### config.mk
export PLATFORM = sky130hd
export DESIGN_NAME = piso_bit_feeder
export DESIGN_NICKNAME = d
export VERILOG_FILES = /design/src/rtl/piso_bit_feeder_pkg.sv /design/src/rtl/piso_bit_feeder.sv
export SDC_FILE = /design/constraint.sdc
export NUM_CORES = 1
export LEC_CHECK = 0
export ABC_CLOCK_PERIOD_IN_PS = 3260
export BUFFER_PORTS_ARGS = -buffer_cell sky130_fd_sc_hd__clkbuf_2
export CAP_MARGIN = 20
export CORE_AREA = 2 2 39 41
export CTS_BUF_LIST = sky130_fd_sc_hd__clkbuf_2
export DETAILED_ROUTE_END_ITERATION = 12
export DIE_AREA = 0 0 41 43
export PLACE_DENSITY = 0.62
export SLEW_MARGIN = 15
export SYNTH_ARGS = -nofsm -noshare
export SYNTH_HDL_FRONTEND = slang
export SYNTH_SLANG_ARGS = --single-unit
### constraint.sdc
create_clock -name clk -period 3.26 [get_ports clk]
set_clock_uncertainty 0.15 [all_clocks]
set_input_delay 0.652 -clock clk [delete_from_list [all_inputs] [get_ports clk]]
set_output_delay 0.652 -clock clk [all_outputs]
set_load 0.01 [all_outputs]
### src/rtl/piso_bit_feeder_pkg.sv
// piso_bit_feeder_pkg: shared state encoding, sizing helper and default width for the serialiser.
package piso_bit_feeder_pkg;

    typedef enum logic {
        IDLE  = 1'b0,
        SHIFT = 1'b1
    } state_e;

    localparam int DEFAULT_WIDTH = 8;

    function automatic int cnt_w(input int width);
        return (width < 2) ? 1 : $clog2(width);
    endfunction

endpackage

### src/rtl/piso_bit_feeder.sv
// piso_bit_feeder: valid/ready word intake, one registered bit per clock to the 1101 detector.
module piso_bit_feeder
    import piso_bit_feeder_pkg::*;
#(
    parameter int WIDTH     = DEFAULT_WIDTH,
    parameter bit MSB_FIRST = 1'b1
) (
    input  logic             clk,
    input  logic             rst,
    input  logic [WIDTH-1:0] din,
    input  logic             din_valid,
    output logic             din_ready,
    output logic             sout,
    output logic             sout_valid,
    output logic             busy,
    output logic             frame_done
);

    localparam int CNT_W = cnt_w(WIDTH);
    localparam logic [CNT_W-1:0] LAST = CNT_W'(WIDTH - 1);

    if (WIDTH < 2 || WIDTH > 32) begin : g_bad_width
        $error("piso_bit_feeder: WIDTH must be in 2..32");
    end

    state_e           state_q;
    logic [CNT_W-1:0] cnt_q;
    logic [WIDTH-1:0] sr_q;
    logic             sout_q;
    logic             sout_valid_q;
    logic             shifting;
    logic             last;
    logic             xfer;

    assign shifting   = (state_q == SHIFT);
    assign last       = shifting && (cnt_q == LAST);
    assign din_ready  = !shifting || last;
    assign xfer       = din_valid && din_ready;
    assign busy       = shifting;
    assign frame_done = last;
    assign sout       = sout_q;
    assign sout_valid = sout_valid_q;

    // The shift register keeps the next bit at the send end, so each edge only moves it by one.
    always_ff @(posedge clk or posedge rst) begin
        if (rst) begin
            state_q      <= IDLE;
            cnt_q        <= '0;
            sr_q         <= '0;
            sout_q       <= 1'b0;
            sout_valid_q <= 1'b0;
        end else if (xfer) begin
            sout_q       <= MSB_FIRST ? din[WIDTH-1] : din[0];
            sr_q         <= MSB_FIRST ? (din << 1) : (din >> 1);
            cnt_q        <= '0;
            sout_valid_q <= 1'b1;
            state_q      <= SHIFT;
        end else if (shifting && !last) begin
            sout_q       <= MSB_FIRST ? sr_q[WIDTH-1] : sr_q[0];
            sr_q         <= MSB_FIRST ? (sr_q << 1) : (sr_q >> 1);
            cnt_q        <= cnt_q + CNT_W'(1);
        end else begin
            state_q      <= IDLE;
            cnt_q        <= '0;
            sr_q         <= '0;
            sout_q       <= 1'b0;
            sout_valid_q <= 1'b0;
        end
    end

endmodule

# Word level (Yosys, flattened, before mapping)

Index checks and enable logic that the tools add are counted.

Add/subtract/negate cells: 1
Equal/unequal tests: 2
Multiplexer cells: 8
Reduce and logical (&&, ||, !) cells: 6

Operators with widths:

| operator            | number |
|---|---|
| $mux 8              | 2 |
| $mux 3              | 2 |
| $mux 1              | 4 |
| $add 3x1->3 const B | 1 |
| $eq 3x3->1 const B  | 1 |
| $logic_and 1x1->1   | 3 |
| $logic_not 1->1     | 2 |
| $ne 2x2->1 const B  | 1 |
| $logic_or 1x1->1    | 1 |

Register bits: 13
Bits of input ports: 11
Output and inout port bits: 5
Word-level logic and storage cells: 21

# Longest topological paths before layout

Word-level depth: 6
Mapped depth: 6
Mapped depth without buffers: 5

# Least setup slack after synthesis

Ideal clock, no wire load.

Path kind: flip-flop to output port
Start: register cnt_q[0]
End: output port din_ready
Arrival: 1079 ps
Required time: 2458 ps
Slack: 1379 ps
Cell stages (with the launch flop): 6
Buffers on the path: 1
Cell sequence: dfrtp_1 > ha_1 > ha_1 > nor2b_4 > buf_6 > inv_4

Cells in the longest elaborated chain, start to end: 3

RTL lines:

| element                | line                  | RTL |
|---|---|---|
| from (decl)            | piso_bit_feeder.sv:27 | `logic [CNT_W-1:0] cnt_q;` |
| from (signal assigned) | piso_bit_feeder.sv:61 | `cnt_q <= cnt_q + CNT_W'(1);` |
| $eq 3x3->1             | piso_bit_feeder.sv:36 | `assign last = shifting && (cnt_q == LAST);` |
| $logic_and 1x1->1      | piso_bit_feeder.sv:36 |  |
| $logic_or 1x1->1       | piso_bit_feeder.sv:37 | `assign din_ready = !shifting \|\| last;` |
| to (decl)              | piso_bit_feeder.sv:12 | `output logic din_ready,` |

No other way between the ends.

# Worst setup path in the final report

Ends and elaborated chain as after synthesis.

==> qor.txt <==
CP startpoint kind = flip-flop
Arrival time worst endpoint = 1.58 ns
Synth top cells by count = dfrtp_1 (12), nand2_1 (7), nand3b_1 (7), o21ai_0 (7), and2_1 (3)
Synth top area share = 0.5647
WL met3 = 38 µm
Clock Pin Slew Worst Setup and Hold Paths = 0.10 ns
Synth Flop Type = dfrtp_1
Post-synth cell types = 15
Yosys warns = 0
Vias/cell = 4.718
Post-CTS setup buffer count = 0
FFs w/ async S/R, synth = 1.000
Number of nets in the layout = 77
Fill cell count = 146
Number of hold buffers added after cts = 0
Most frequent cell after synthesis = dfrtp_1
Die W = 41 µm
Total wire length = 893 µm
Drc violations = 0
Drt pass-1 iters = 4
Worst setup margin = 0.8743 ns
Port Buffer Count = 15
# IOs = 16
Critical path class = reg -> out
CP startpoint = cnt_q[0]$_DFF_PP0_
Hold WC Path Type = in -> async
Largest net degree at the start of global routing = 13
Fin Setup TNS = 0 ns
Routability Congestion = 0.6748
Crit-path max FO = 10
Number of DRC violations after detailed-routing iteration 0 = 11
CTS Buf Count = 3
Max-slew headroom = 0.7052
Worst-Skew Late Latency = 0.24 ns
Fmax = 419.2 MHz
Number of global-route vias before repair = 377
Final hold viol count = 0
R2R Path Start = cnt_q[0]$_DFF_PP0_
Tmin final = 2.386 ns
Avg Cell Area, Syn = 11.08 µm²
DP Cell Count = 75
Row Count = 14
Height of the chip = 43 µm
Worst hold slack = 0.2191 ns
RSZ-0062 raised after global routing = no
Dpl ws = 1.154 ns
Max-cap viol count = 0
Post-synth EDFFs = 0
Worst setup EP type = output pin
Leak = 0.3219 nW
Status = finished clean
CTS tree = yes
Sink Count = 12
Sequential share of the synthesized area = 0.5647
Post-Layout Cell Count = 78
Initial antenna violation count = 0
Post-Synthesis Cells = 48
Setup violators final = 0
Antenna-violating nets left = 0
Max rail drop VDD = 350.6 µV
Power Density = 733.5 mW/mm²
Gr usage total = 0.1385
Cell Area, Synth = 531.8 µm²
Worst slew pin tran = 0.4418 ns
Die area = 0.001763 mm²
CTS HTree Levels = 1
Initial Util = 0.3843
Met2 Wirelength = 435 µm
Worst Path Required = 2.46 ns
Resize count post-CTS = 0
Root Buffer Master = clkbuf_2
Max-slew violation count = 0
Top cells by area, synth = dfrtp_1 (56%), nand3b_1 (9.9%), o21ai_0 (6.6%), nand2_1 (4.9%), ha_1 (4.7%)
Synth area leader = dfrtp_1
Post-Syn Nets = 61
Core ar. = 0.001384 mm²
First-pass GRT wire length = 1600 µm
Top layer used by detailed routing = met4
Flop-to-flop setup slack = 1.62 ns
P&R area growth vs syn = 14.35%
Vias after detailed routing = 368
Ratio of cells with drive above 1 in the final layout = 0.3226
GR Overflow Total = 0
Antenna fix cells = 0
Post-Route M1 WL = 396 µm
DR WL/cell = 11.45 µm
Tcrit/Tclk final = 0.7318
CTS max path bufs = 2
Yosys reg bits = 12
-- logic make-up (layout without fill, tap and decap cells) --
logic type      count (synthesis)  in the layout  synth area share
buf+inv                         6             20           0.08235
fa+ha+maj                       2              2           0.04705
simple gates                   21             21            0.2400
compound gates                  7              7           0.06588
flops                          12             12            0.5647
-- routing by layer --
| layer | up-vias | global-route usage |
|---|---|---|
| met5 | - | 0 |
| met4 | 0 | 0.1000 |
| met3 | 2 | 0.01571 |
| met2 | 10 | 0.1813 |
| met1 | 173 | 0.2020 |
| li1 | 183 | - |
-- state kept, by name, summed over array words and instances, names as in the netlist --
signal and cells:
sout 1, busy 1, sr_q 7, cnt_q 3
-- where the power goes --
group,internal [W],switching [W]
registers,0.000202,0.0000242
logic,0.0000733,0.0000795
clock network,0.0000251,0.0000423
total,0.000300,0.000146
-- worst paths after layout --
check                                      to  cells past startpoint
min                         sr_q[7]$_DFF_PP0_                      2
min reg2reg                cnt_q[0]$_DFF_PP0_                      1
max                                 din_ready                      5
max in group asynchronous  cnt_q[1]$_DFF_PP0_                      2
min in group clk           cnt_q[0]$_DFF_PP0_                      1
max reg2reg                 sr_q[1]$_DFF_PP0_                      5
-- critical path, stage by stage (launching register included) --
cell and delay, ns:
dfrtp_1 0.40, ha_1 0.21, ha_1 0.28, nor2b_4 0.27, inv_4 0.05, clkbuf_2 0.12
-- cell type report --
class / count / area (µm²) / share of cell area
timing repair buffer: 15 / 75.07 / 0.1235
multi-input combinational: 30 / 187.7 / 0.3086
tap: 16 / 20.02 / 0.03292
inverter: 2 / 10.01 / 0.01646
sequential: 12 / 300.3 / 0.4938
clock buffer: 3 / 15.01 / 0.02469
-- per-stage QoR --
step	total power [W]	util	cell area (µm²)
3_5_place_dp	0.0003855	0.4286	593.1
3_3_place_gp	0.0003767	0.4286	593.1
6_report	0.0004460	0.4394	608.1
5_1_grt	0.0004931	0.4394	608.1
4_1_cts	0.0004556	0.4394	608.1
2_1_floorplan	0.0003548	-	531.8
-- placed cells by master, fill, tap and decap left out --
cell / synthesis / layout
clkbuf_2: 0 / 18
dfrtp_1: 12 / 12
nand2_1: 7 / 7
nand3b_1: 7 / 7
o21ai_0: 7 / 7
and2_1: 3 / 3
ha_1: 2 / 2
nor2b_4: 1 / 1
inv_4: 1 / 1
and3_1: 1 / 1
nor2_1: 1 / 1
inv_1: 1 / 1
nand2b_1: 1 / 1
(Power assumes the default switching activity.)
